File: src/rtl/ad9866_pkg.sv
// ad9866_pkg: shared types, constants and the default init table for the AD9866 SPI controller
package ad9866_pkg;
  localparam int SPI_FRAME_W = 16;
  localparam logic [4:0] ADDR_RXGAIN = 5'h0A;
  localparam logic [4:0] ADDR_TXGAIN = 5'h11;
  typedef struct packed {
    logic       wr_en;
    logic [7:0] data;
  } init_entry_t;
  typedef enum logic [2:0] {PHY_IDLE, PHY_SETUP, PHY_LOW, PHY_HIGH, PHY_GAP} phy_state_t;
  typedef enum logic {SEQ_INIT, SEQ_RUN} seq_state_t;
  localparam init_entry_t [19:0] INIT_DEFAULT = {
    9'h000, 9'h000,
    9'h100,
    9'h000, 9'h000, 9'h000,
    9'h101,
    9'h141,
    9'h120,
    9'h000, 9'h000,
    9'h14B,
    9'h121,
    9'h000, 9'h000, 9'h000, 9'h000, 9'h000, 9'h000,
    9'h180
  };
  function automatic logic [SPI_FRAME_W-1:0] spi_frame(input logic rd, input logic [4:0] addr,
                                                       input logic [7:0] data);
    return {rd, 2'b00, addr, rd ? 8'h00 : data};
  endfunction
endpackage

File: src/rtl/ad9866_spi_phy.sv
// ad9866_spi_phy: one 16-bit SPI frame per start, full-duplex shift, programmable SCLK and gap
module ad9866_spi_phy
  import ad9866_pkg::*;
#(
  parameter int CLK_DIV = 1,
  parameter int GAP     = 2
)(
  input  logic                   clk,
  input  logic                   reset_n,
  input  logic                   start_i,
  input  logic [SPI_FRAME_W-1:0] frame_i,
  input  logic                   sdo_i,
  output logic                   sclk_o,
  output logic                   sen_n_o,
  output logic                   sdio_o,
  output logic                   busy_o,
  output logic                   done_o,
  output logic [7:0]             rdata_o
);
  localparam logic [15:0] DIV_LAST = 16'(CLK_DIV - 1);
  localparam logic [15:0] GAP_LAST = 16'(GAP - 1);
  phy_state_t             state_q, state_d;
  logic [15:0]            cnt_q, cnt_d;
  logic [SPI_FRAME_W-1:0] shift_q, shift_d;
  logic [3:0]             bit_q, bit_d;
  logic                   div_end;
  assign div_end = cnt_q == DIV_LAST;
  // frame FSM: SETUP, then 16 HIGH phases separated by LOW phases, then the sen_n-high gap
  always_comb begin
    state_d = state_q;
    cnt_d   = cnt_q + 16'd1;
    shift_d = shift_q;
    bit_d   = bit_q;
    case (state_q)
      PHY_IDLE: begin
        cnt_d = '0;
        if (start_i) begin
          state_d = PHY_SETUP;
          shift_d = frame_i;
          bit_d   = '0;
        end
      end
      PHY_SETUP: if (div_end) begin
        cnt_d   = '0;
        state_d = PHY_HIGH;
      end
      PHY_HIGH: if (div_end) begin
        cnt_d   = '0;
        shift_d = {shift_q[SPI_FRAME_W-2:0], sdo_i};
        bit_d   = bit_q + 4'd1;
        state_d = (bit_q == 4'd15) ? PHY_GAP : PHY_LOW;
      end
      PHY_LOW: if (div_end) begin
        cnt_d   = '0;
        state_d = PHY_HIGH;
      end
      PHY_GAP: if (cnt_q == GAP_LAST) begin
        cnt_d   = '0;
        state_d = PHY_IDLE;
      end
      default: state_d = PHY_IDLE;
    endcase
  end
  // frame state register; reset drops any partial frame
  always_ff @(posedge clk or negedge reset_n) begin
    if (!reset_n) begin
      state_q <= PHY_IDLE;
      cnt_q   <= '0;
      shift_q <= '0;
      bit_q   <= '0;
    end else begin
      state_q <= state_d;
      cnt_q   <= cnt_d;
      shift_q <= shift_d;
      bit_q   <= bit_d;
    end
  end
  assign sclk_o  = state_q == PHY_HIGH;
  assign sen_n_o = !(state_q inside {PHY_SETUP, PHY_LOW, PHY_HIGH});
  assign sdio_o  = !sen_n_o & shift_q[SPI_FRAME_W-1];
  assign busy_o  = state_q != PHY_IDLE;
  assign done_o  = (state_q == PHY_GAP) && (cnt_q == '0);
  assign rdata_o = shift_q[7:0];
endmodule

File: src/rtl/ad9866_spi_ctrl.sv
// ad9866_spi_ctrl: init-table sequencer plus host/RX-gain/TX-gain arbitration onto the SPI phy
module ad9866_spi_ctrl
  import ad9866_pkg::*;
#(
  parameter int                        NREGS       = 20,
  parameter init_entry_t [NREGS-1:0]   INIT_TABLE  = INIT_DEFAULT,
  parameter int                        CLK_DIV     = 1,
  parameter int                        GAP         = 2,
  parameter logic [4:0]                RXGAIN_ADDR = ADDR_RXGAIN,
  parameter logic [4:0]                TXGAIN_ADDR = ADDR_TXGAIN
)(
  input  logic       clk,
  input  logic       reset_n,
  output logic       sclk,
  output logic       sen_n,
  output logic       sdio,
  input  logic       sdo,
  input  logic       cmd_valid,
  output logic       cmd_ready,
  input  logic       cmd_rd,
  input  logic [4:0] cmd_addr,
  input  logic [7:0] cmd_wdata,
  output logic       rsp_valid,
  output logic [7:0] rsp_data,
  input  logic [5:0] rx_gain,
  input  logic [3:0] tx_gain,
  input  logic       reinit,
  output logic       init_done,
  output logic       busy
);
  seq_state_t             seq_q, seq_d;
  logic [5:0]             idx_q, idx_d;
  logic                   init_done_q, init_done_d;
  logic [5:0]             rx_sh_q, rx_sh_d;
  logic [3:0]             tx_sh_q, tx_sh_d;
  logic                   rd_q, rd_d;
  logic                   reinit_q, reinit_d;
  logic                   rsp_valid_q, rsp_valid_d;
  logic [7:0]             rsp_data_q, rsp_data_d;
  logic                   phy_start, phy_busy, phy_done;
  logic [SPI_FRAME_W-1:0] phy_frame;
  logic [7:0]             phy_rdata;
  init_entry_t            entry;
  assign entry     = INIT_TABLE[idx_q[4:0]];
  assign cmd_ready = (seq_q == SEQ_RUN) && !phy_busy && !reinit_q;
  // sequencer and arbiter: decisions are only taken while the phy is idle
  always_comb begin
    seq_d       = seq_q;
    idx_d       = idx_q;
    init_done_d = init_done_q;
    rx_sh_d     = rx_sh_q;
    tx_sh_d     = tx_sh_q;
    rd_d        = rd_q;
    reinit_d    = reinit_q | reinit;
    phy_start   = 1'b0;
    phy_frame   = '0;
    rsp_valid_d = phy_done & rd_q;
    rsp_data_d  = rsp_valid_d ? phy_rdata : rsp_data_q;
    if (!phy_busy) begin
      if (seq_q == SEQ_INIT) begin
        if (idx_q == 6'(NREGS)) begin
          seq_d       = SEQ_RUN;
          init_done_d = 1'b1;
        end else begin
          idx_d     = idx_q + 6'd1;
          rd_d      = 1'b0;
          phy_start = entry.wr_en;
          phy_frame = spi_frame(1'b0, idx_q[4:0], entry.data);
          if (!entry.wr_en && idx_q == 6'(NREGS - 1)) begin
            seq_d       = SEQ_RUN;
            init_done_d = 1'b1;
          end
        end
      end else if (reinit_q) begin
        seq_d       = SEQ_INIT;
        idx_d       = '0;
        init_done_d = 1'b0;
        reinit_d    = 1'b0;
      end else if (cmd_valid) begin
        phy_start = 1'b1;
        phy_frame = spi_frame(cmd_rd, cmd_addr, cmd_wdata);
        rd_d      = cmd_rd;
      end else if (rx_gain != rx_sh_q) begin
        phy_start = 1'b1;
        phy_frame = spi_frame(1'b0, RXGAIN_ADDR, {2'b01, rx_gain});
        rx_sh_d   = rx_gain;
        rd_d      = 1'b0;
      end else if (tx_gain != tx_sh_q) begin
        phy_start = 1'b1;
        phy_frame = spi_frame(1'b0, TXGAIN_ADDR, {4'h0, tx_gain});
        tx_sh_d   = tx_gain;
        rd_d      = 1'b0;
      end
    end
  end
  // sequencer state; gain shadows start at all-ones so both gains are sent after init
  always_ff @(posedge clk or negedge reset_n) begin
    if (!reset_n) begin
      seq_q       <= SEQ_INIT;
      idx_q       <= '0;
      init_done_q <= 1'b0;
      rx_sh_q     <= '1;
      tx_sh_q     <= '1;
      rd_q        <= 1'b0;
      reinit_q    <= 1'b0;
      rsp_valid_q <= 1'b0;
      rsp_data_q  <= '0;
    end else begin
      seq_q       <= seq_d;
      idx_q       <= idx_d;
      init_done_q <= init_done_d;
      rx_sh_q     <= rx_sh_d;
      tx_sh_q     <= tx_sh_d;
      rd_q        <= rd_d;
      reinit_q    <= reinit_d;
      rsp_valid_q <= rsp_valid_d;
      rsp_data_q  <= rsp_data_d;
    end
  end
  ad9866_spi_phy #(.CLK_DIV(CLK_DIV), .GAP(GAP)) u_phy (
    .clk     (clk),
    .reset_n (reset_n),
    .start_i (phy_start),
    .frame_i (phy_frame),
    .sdo_i   (sdo),
    .sclk_o  (sclk),
    .sen_n_o (sen_n),
    .sdio_o  (sdio),
    .busy_o  (phy_busy),
    .done_o  (phy_done),
    .rdata_o (phy_rdata)
  );
  assign busy      = phy_busy;
  assign init_done = init_done_q;
  assign rsp_valid = rsp_valid_q;
  assign rsp_data  = rsp_data_q;
endmodule

File: config.mk
export PLATFORM = sky130hd
export DESIGN_NAME = ad9866_spi_ctrl
export DESIGN_NICKNAME = d
export VERILOG_FILES = /design/src/rtl/ad9866_pkg.sv /design/src/rtl/ad9866_spi_phy.sv /design/src/rtl/ad9866_spi_ctrl.sv
export SDC_FILE = /design/constraint.sdc
export NUM_CORES = 1
export LEC_CHECK = 0
export BUFFER_PORTS_ARGS = -buffer_cell sky130_fd_sc_hd__buf_4
export CORE_MARGIN = 2
export CORE_UTILIZATION = 55
export DETAILED_ROUTE_END_ITERATION = 7
export PLACE_DENSITY_LB_ADDON = 0.25
export SLEW_MARGIN = 40
export SYNTH_ARGS = -nofsm -noshare
export SYNTH_HDL_FRONTEND = slang
export SYNTH_SLANG_ARGS = --single-unit
File: constraint.sdc
create_clock -name clk -period 5.4 [get_ports clk]
set_input_delay 1.08 -clock clk [delete_from_list [all_inputs] [get_ports clk]]
set_output_delay 1.08 -clock clk [all_outputs]
set_load 0.02 [all_outputs]
==> impl_metrics.tcl, run 1 <==
set metrics [dict create \
    crit_path_start_kind "flop" \
    ir_worst_vdd_mv 0.165 \
    cts_htree_levels 3 \
    hold_class "flop to flop" \
    fin_crit_sh 0.573 \
    via_per_inst 6.06 \
    stdcell_count 491 \
    synth_cell_type_count 57 \
    die_y_um 85.6 \
    fin_ws_ns 2.30 \
    layout.nets 447 \
    fp.dieArea_sq_um 7320 \
    layout-drive-gt1-share 0.254 \
    arrival_ns 2.02 \
    synth_seq_cells 68 \
    fin_util 0.670 \
    clk_latency_ns 0.35 \
    syn-num-nets 403 \
    hold_viol 0 \
    die_w_um 85.6 \
    critPathKind "flop to output pin" \
    postCtsSetupBuffers 0 \
    cap_viol_max_count 0 \
    post_cts_resized 0 \
    postRouteAntennaNets 0 \
    synth_commonest_cells "58 x dfrtp_1, 40 x nor2_1, 36 x nand2_1, 19 x mux2_2" \
    crit_fanout 9 \
    crit_slowest_cell "nor3_2" \
    drc 0 \
    grt_usage 0.245 \
    slew_headroom 0.476 \
    wl_per_cell_um 17.1 \
    cts_buffers 9 \
    power_mw 1.04 \
    grt_max_degree 41 \
    placed_cell_area_sq_um 4050 \
    rows 29 \
    hold_buffers 0 \
    firstDrtPassIters 5 \
    slew_viol_final 0 \
    area_growth_pct 17.0 \
    drt_iter0_drc 237 \
    yosysSeqAreaShare 0.468 \
    synth_top_area_share 0.397 \
    yosysMostFrequentCell "dfrtp_1" \
    ys_async_sr_fraction 1.00 \
    critical_path_required_ns 4.32 \
    root_buffer "clkbuf_8" \
    yosys-top-cells-area "dfrtp_1 40%, dfstp_2 7.2%, mux2_2 5.8%, nor2_1 4.1%, xor2_1 4.1%" \
    status "complete, no violations" \
    setup_viol 0 \
    post-place-ws_ns 1.98 \
    synth_warnings 0 \
    synth_edf_count 0 \
    clockBufferDepth 2 \
    cpPeakStageDelay_ns 0.48 \
    via_count 2976 \
    end_kind "output pin" \
    dp_hpwl_um 6150 \
    synth-main-ff-cell "dfrtp_1" \
    cts_tree "yes" \
    p_per_area_nw_per_um2 243 \
    worst_pin_slew_ns 0.777 \
    leakage_nw 1.91 \
    gr-total-overflow 0 \
    coreArea_sq_um 6390 \
    portBuffers 43 \
    initial_core_util 0.573 \
    clkSinkCount 68 \
    clock_skew_ns 0.0114 \
    grt_pass1_wl_um 13800 \
    fmax_mhz 323 \
    grt_pass1_vias 2840 \
    postSynthAreaPerCell_sq_um 10.0 \
    routed_wl_um 8400 \
    fin_crit_ns 3.10 \
    fin_tns_setup_ns 0 \
    syn_area_sq_um 3660 \
    fin_area_sq_um 4280 \
    path_clk_slew_ns 0.08 \
    crit_chain "nor3_2, nand2_1, inv_1, buf_4" \
    numPlacedInstances 475 \
    antenna_found_initial 0 \
    gp_congestion 0.933 \
    ios 44 \
    synth.largest_area_cell "dfrtp_1" \
    timing.hold.ws_ns 0.472 \
    rsz0062_at_grt "false" \
    syn_inst 365 \
    antenna_cells 0 \
]
==> area by class of cell <==
cell class / instances / area [sq um]
Timing Repair Buffer: 45 / 350
Tap cell: 77 / 96.3
Multi-Input combinational cell: 268 / 1830
Clock buffer: 10 / 138
Inverter: 17 / 63.8
Sequential cell: 68 / 1710
Fill cell: 505 / 2110
Clock inverter: 6 / 86.3
==> metal layers <==
| metal | up-vias | global-route usage | share of wire |
|---|---|---|---|
| li1 | 1395 | - | - |
| met1 | 1450 | 0.349 | 0.45 |
| met2 | 112 | 0.352 | 0.46 |
| met3 | 19 | 0.0741 | 0.073 |
| met4 | 0 | 0.0952 | 0.018 |
| met5 | - | 0 | 0 |
==> where the power goes <==
| part | internal (mW) | switching (mW) |
|---|---|---|
| registers | 0.515 | 0.00338 |
| clock network | 0.273 | 0.199 |
| logic | 0.0236 | 0.0266 |
| total | 0.811 | 0.229 |
==> flip-flops by register name (all words and copies together) (netlist names) <==
signal / flops
u_phy.bit_q: 4
idx_q: 6
rd_q: 1
rsp_valid: 1
seq_q: 1
u_phy.shift_q: 16
init_done: 1
rsp_data: 8
tx_sh_q: 4
rx_sh_q: 6
reinit_q: 1
u_phy.state_q: 3
u_phy.cnt_q: 16
==> logic make-up (layout without fill, tap and decap cells) <==
logic type | Yosys count | in the layout | share of synthesized area
flops | 68 | 68 | 0.468
simple gates | 146 | 146 | 0.200
buf+inv | 29 | 78 | 0.0342
mux | 25 | 25 | 0.0790
compound gates | 59 | 59 | 0.119
fa+ha+maj | 9 | 9 | 0.0308
xor+xnor | 29 | 29 | 0.0694
==> cells in the final DEF, fill, tap and decap left out, drive strengths merged, types with 4 or more instances in the layout <==
master / instances
ha: 9
and3: 4
nand2: 36
a22oi: 4
nand4: 6
xnor2: 12
nor2: 41
buf: 45
nand3: 15
nor2b: 5
o21ai: 11
a31oi: 6
mux2: 22
xor2: 17
nor4: 5
nor3: 16
dfrtp: 58
a222oi: 4
clkbuf: 10
inv: 18
dfstp: 10
a21oi: 10
==> worst max-delay path: cells and delay by family, from the launching register on <==
family | cells | cell delay, ns
flops | 1 | 0.46
buf+inv | 2 | 0.44
simple gates | 2 | 0.76
==> path summary, 6_finish.rpt <==
check / slack, ns / start / end / cells past startpoint
min reg2reg: 0.47 / rx_sh_q[5]$_DFFE_PN1P_ / rx_sh_q[5]$_DFFE_PN1P_ / 2
max in group asynchronous: 4.15 / reset_n / rx_sh_q[3]$_DFFE_PN1P_ / 2
max reg2reg: 2.36 / idx_q[1]$_DFFE_PN0P_ / u_phy.shift_q[8]$_DFFE_PN0P_ / 8
max: 2.30 / u_phy.state_q[0]$_DFFE_PN0P_ / cmd_ready / 4
min: 0.47 / rx_sh_q[5]$_DFFE_PN1P_ / rx_sh_q[5]$_DFFE_PN1P_ / 2
min in group asynchronous: 0.65 / reset_n / reinit_q$_DFF_PN0_ / 1
Note: power is estimated with default switching activity, not from simulation.
==> inputs of run 2 (changes only) <==
==> constraint.sdc (replaced) <==
create_clock -name clk -period 3.2 [get_ports clk]
set_input_delay 0.64 -clock clk [delete_from_list [all_inputs] [get_ports clk]]
set_output_delay 0.64 -clock clk [all_outputs]
set_load 0.02 [all_outputs]
==> run 2 against run 1 <==
Net effect:
- core utilization about the same
- clock power up 52%
- largest cell class unchanged
- routed wire length down 1.8%
- sequential share of layout area hardly changed
- clock skew up 0.0028 ns
- first-iteration DRC count decreased by 5.5%
- power increased by 61%
- largest power group unchanged
- worst hold slack got worse by 0.22 ns
- cell count is 0.81% higher
- die area unchanged
==> impl_metrics.tcl, run 2 (synthesis gave the netlist of run 1 again) <==
set metrics [dict create \
    status "complete, no violations" \
    initial_core_util 0.573 \
    area_growth_pct 16.9 \
    drt_iter0_drc 224 \
    grt_usage 0.241 \
    cts_htree_levels 3 \
    hold_buffers 0 \
    arrival_ns 2.89 \
    p_per_area_nw_per_um2 392 \
    cts_tree "yes" \
    layout-drive-gt1-share 0.254 \
    layout.nets 451 \
    final_cell_mix "58 x dfrtp_1, 48 x buf_4, 40 x nor2_1" \
    dp_hpwl_um 5910 \
    fmax_mhz 374 \
    crit_fanout 14 \
    hold_viol 0 \
    slew_viol_final 0 \
    fillCellCount 512 \
    wl_per_cell_um 16.7 \
    post_cts_resized 0 \
    die_y_um 85.6 \
    via_per_inst 5.83 \
    clk_latency_ns 0.35 \
    path_clk_slew_ns 0.07 \
    rsz0062_at_grt "false" \
    cap_viol_max_count 0 \
    cpPeakStageDelay_ns 0.47 \
    wl_met3_um 511 \
    wl_met1_um 3880 \
    placed_cell_area_sq_um 4080 \
    die_w_um 85.6 \
    fin_tns_setup_ns 0 \
    via_count 2888 \
    critPathKind "flop to flop" \
    grt_pass1_wl_um 13900 \
    worst_pin_slew_ns 0.663 \
    path_delay_family "compound AO/OA/AOI/OAI gates" \
    power_mw 1.68 \
    firstDrtPassIters 6 \
    routed_wl_um 8250 \
    gr-total-overflow 0 \
    grt_pass1_vias 2871 \
    postCtsSetupBuffers 0 \
    postRouteAntennaNets 0 \
    hold_class "primary input to asynchronous set/reset pin" \
    fin_ws_ns 0.525 \
    maxUsedRoutingLayer "met4" \
    crit_path_start_kind "flop" \
    clkSinkCount 68 \
    portBuffers 43 \
    fin_area_sq_um 4280 \
    fp.dieArea_sq_um 7320 \
    slew_headroom 0.553 \
    rows 29 \
    ir_worst_vdd_mv 0.387 \
    layout_commonest_cell "dfrtp_1" \
    clockBufferDepth 2 \
    gp_congestion 0.905 \
    cts_buffers 9 \
    end_kind "flop" \
    drc 0 \
    root_buffer "clkbuf_8" \
    cp_num_buf_inv 1 \
    critical_path_required_ns 3.42 \
    post-place-ws_ns 0.423 \
    antenna_cells 0 \
    fin_crit_sh 0.836 \
    wl_met2_um 3760 \
    ios 44 \
    setup_viol 0 \
    crit_slowest_cell "dfrtp_1" \
    grt_max_degree 36 \
    antenna_found_initial 0 \
    leakage_nw 1.92 \
    fin_crit_ns 2.68 \
    crit_chain "inv_1, ha_1, nor2b_1, o32a_1, o221ai_1, o22ai_2, or2_1, mux2_4" \
    coreArea_sq_um 6390 \
    clock_skew_ns 0.0142 \
]
run 2: changes by cell type in the layout (fill, tap and decap cells not counted), sizes merged:
cell / change
buf: +4
inv: -1
bufinv: -1
clkbuf: +2
run 2: final cells by class:
class	count	area, sq um	area share
Tap cell	77	96.3	0.0225
Timing Repair Buffer	49	380	0.0889
Multi-Input combinational cell	268	1820	0.426
Sequential cell	68	1710	0.401
Clock inverter	4	47.5	0.0111
Inverter	17	63.8	0.0149
Clock buffer	12	155	0.0363
run 2: power by group:
group	internal [mW]	switching [mW]	leakage (nW)	total (mW)
Sequential	0.869	0.00543	0.856	0.874
Clock	0.400	0.319	0.102	0.719
Combinational	0.0398	0.0444	0.964	0.0842
run 2: path summary, 6_finish.rpt:
check / startpoint / endpoint / cells past startpoint / slack (ns)
max reg2reg: idx_q[0]$_DFFE_PN0P_ / u_phy.shift_q[8]$_DFFE_PN0P_ / 8 / 0.52
min reg2reg: rx_sh_q[5]$_DFFE_PN1P_ / rx_sh_q[5]$_DFFE_PN1P_ / 2 / 0.47
max in group asynchronous: reset_n / rx_sh_q[4]$_DFFE_PN1P_ / 2 / 2.35
min: reset_n / reinit_q$_DFF_PN0_ / 1 / 0.25
min in group clk: rx_sh_q[5]$_DFFE_PN1P_ / rx_sh_q[5]$_DFFE_PN1P_ / 2 / 0.47
max: idx_q[0]$_DFFE_PN0P_ / u_phy.shift_q[8]$_DFFE_PN0P_ / 8 / 0.52
run 2: stage by stage:
step | instances | util | hold slack [ns]
after global routing | 495 | 0.670 | 0.270
after floorplan | 365 | - | 0.344
final | 495 | 0.670 | 0.253
after CTS | 495 | 0.670 | 0.259
after detailed placement | 479 | 0.638 | 0.460
after global placement | 478 | 0.635 | 0.457
run 2: layer usage:
metal | GRT usage | up-vias
li1 | - | 1399
met1 | 0.352 | 1375
met2 | 0.353 | 101
met3 | 0.0481 | 13
met4 | 0.101 | 0
met5 | 0 | -
run 2: worst reg2reg max path: cells and delay by family, from the launching register on:
family,cells,cell delay [ns]
AOI/OAI and AO/OA,3,0.69
and+or+nand+nor,2,0.65
DFF,1,0.47
muxes,1,0.39
adders and majority gates,1,0.26
buffers and inverters,1,0.10
==> inputs of run 3 (changes only) <==
--- a/config.mk
+++ b/config.mk
@@ -7,7 +7,7 @@
 export LEC_CHECK = 0
 export BUFFER_PORTS_ARGS = -buffer_cell sky130_fd_sc_hd__buf_4
 export CORE_MARGIN = 2
-export CORE_UTILIZATION = 55
+export CORE_UTILIZATION = 53
 export DETAILED_ROUTE_END_ITERATION = 7
 export PLACE_DENSITY_LB_ADDON = 0.25
 export SLEW_MARGIN = 40
==> constraint.sdc (replaced) <==
create_clock -name clk -period 2.25 [get_ports clk]
set_input_delay 0.45 -clock clk [delete_from_list [all_inputs] [get_ports clk]]
set_output_delay 0.45 -clock clk [all_outputs]
set_load 0.02 [all_outputs]
==> run 3 against run 2 <==
Net effect:
- combinational power is 57% higher
- critical path depth decreased by 2
- sequential power increased by 42%
- global-route usage rose by 0.99 points
- count of clock-buffer cells in the layout down 1
- worst hold slack lost 0.21 ns
- highest routed layer unchanged
- core utilization increased by 0.16 points
- non-clock buffer count grew 29
- worst setup slack worse by 0.44 ns
==> impl_metrics.tcl, run 3 (synthesis gave the netlist of run 1 again) <==
set metrics [dict create \
    root_buffer "clkbuf_8" \
    multiInputGateArea_sq_um 1850 \
    wl_met1_um 3840 \
    final_cell_mix "76 x buf_4, 58 x dfrtp_1, 39 x nor2_1" \
    area_growth_pct 23.3 \
    timing.rr.start "tx_sh_q[0]$_DFFE_PN1P_" \
    fmax_mhz 462 \
    drt_iter0_drc 162 \
    arrival_ns 2.39 \
    r2r-end "u_phy.shift_q[8]$_DFFE_PN0P_" \
    coreArea_sq_um 6720 \
    fin_ws_ns 0.0867 \
    gp_congestion 0.942 \
    ios 44 \
    cap_viol_max_count 0 \
    portBuffers 43 \
    status "complete, no violations" \
    drc 0 \
    firstDrtPassIters 5 \
    crit_path_end "u_phy.shift_q[8]$_DFFE_PN0P_" \
    grt_usage 0.251 \
    layout-drive-gt1-share 0.324 \
    routed_wl_um 8980 \
    worst_pin_slew_ns 0.517 \
    clock_skew_ns 0.00870 \
    critical_path_required_ns 2.48 \
    setup_viol 0 \
    cts_buffers 9 \
    layout.nets 480 \
    crit_path_start_kind "flop" \
    final-seq-area_sq_um 1710 \
    grt_pass1_vias 3011 \
    ff2ff_setup_slack_ns 0.09 \
    wl_met2_um 4310 \
    slew_headroom 0.652 \
    end_kind "flop" \
    clkSinkCount 68 \
    path_clk_slew_ns 0.08 \
    rows 30 \
    cts_tree "yes" \
    post-place-ws_ns -0.0978 \
    critPathKind "flop to flop" \
    grt_pass1_wl_um 14600 \
    fin_crit_ns 2.16 \
    p_per_area_nw_per_um2 502 \
    die_y_um 87.1 \
    antenna_cells 0 \
    fin_crit_sh 0.961 \
    hold_viol 0 \
    wl_met3_um 662 \
    cts_htree_levels 3 \
    clockBufferDepth 2 \
    critical_path.startpoint "tx_sh_q[0]$_DFFE_PN1P_" \
    die_w_um 87.1 \
    clk_latency_ns 0.34 \
    postRouteAntennaNets 0 \
    ir_worst_vdd_mv 0.284 \
    maxUsedRoutingLayer "met4" \
    fp.dieArea_sq_um 7590 \
    gr-total-overflow 0 \
    antenna_found_initial 0 \
    via_count 3088 \
    r2r_cells 6 \
    slew_viol_final 0 \
    initial_core_util 0.545 \
    hold_class "primary input to asynchronous set/reset pin" \
    grt_max_degree 38 \
    fillCellCount 540 \
    crit_fanout 6 \
    via_per_inst 5.86 \
    layout_commonest_cell "buf_4" \
    wl_per_cell_um 17.0 \
    dp_hpwl_um 6710 \
    fin_tns_setup_ns 0 \
    leakage_nw 2.06 \
]
[run 3: through the flow]
stage	std cells	hold WS, ns	power (mW)	util	instance area, sq um
3_3_place_gp	507	0.416	1.39	0.639	4290
6_report	527	0.0424	2.27	0.672	4510
5_1_grt	527	0.0530	2.36	0.672	4510
4_1_cts	523	0.0413	2.28	0.665	4470
3_5_place_dp	507	0.420	1.39	0.639	4290
2_1_floorplan	365	0.154	1.30	-	3670
[run 3: per-layer routing]
layer	track usage	vias up
met5	0	-
met4	0.0909	0
met3	0.0578	17
met2	0.395	114
met1	0.342	1496
li1	-	1461
[run 3: critical path: stages, from the launching register on]
cell	delay, ns
dfstp_2	0.54
xor2_1	0.06
or4_4	0.56
nor4_4	0.19
o22ai_2	0.12
or2_4	0.28
mux2_4	0.30
[run 3: worst min-delay path by stage]
stage / start / endpoint / slack (ns) / cells after the start
2_1_floorplan: reset_n / idx_q[0]$_DFFE_PN0P_ / 0.15 / 0
3_3_place_gp: reset_n / reinit_q$_DFF_PN0_ / 0.42 / 1
3_5_place_dp: reset_n / reinit_q$_DFF_PN0_ / 0.42 / 1
4_1_cts: reset_n / reinit_q$_DFF_PN0_ / 0.04 / 1
5_1_grt: reset_n / reinit_q$_DFF_PN0_ / 0.05 / 1
6_report: reset_n / reinit_q$_DFF_PN0_ / 0.04 / 1
[run 3: where the power goes]
part / internal, mW / total, mW / switching (mW)
combinational: 0.0646 / 0.132 / 0.0670
sequential: 1.24 / 1.24 / 0.00758
clock: 0.423 / 0.891 / 0.468
total: 1.72 / 2.27 / 0.543
[run 3: layout make-up]
cell class,count,area share
Sequential cell,68,0.380
Timing Repair Buffer,78,0.135
Clock inverter,5,0.00610
Inverter,17,0.0150
Tap cell,80,0.0222
Multi-Input combinational cell,268,0.410
Clock buffer,11,0.0313
[run 3: what timing repair did]
action,4_1_cts,5_1_grt
hold buffers,0,0
endpoints found under the setup margin,12,20
resized for setup,2,4
hold endpoints to repair,0,0
pin swaps,0,2
setup buffers,0,4
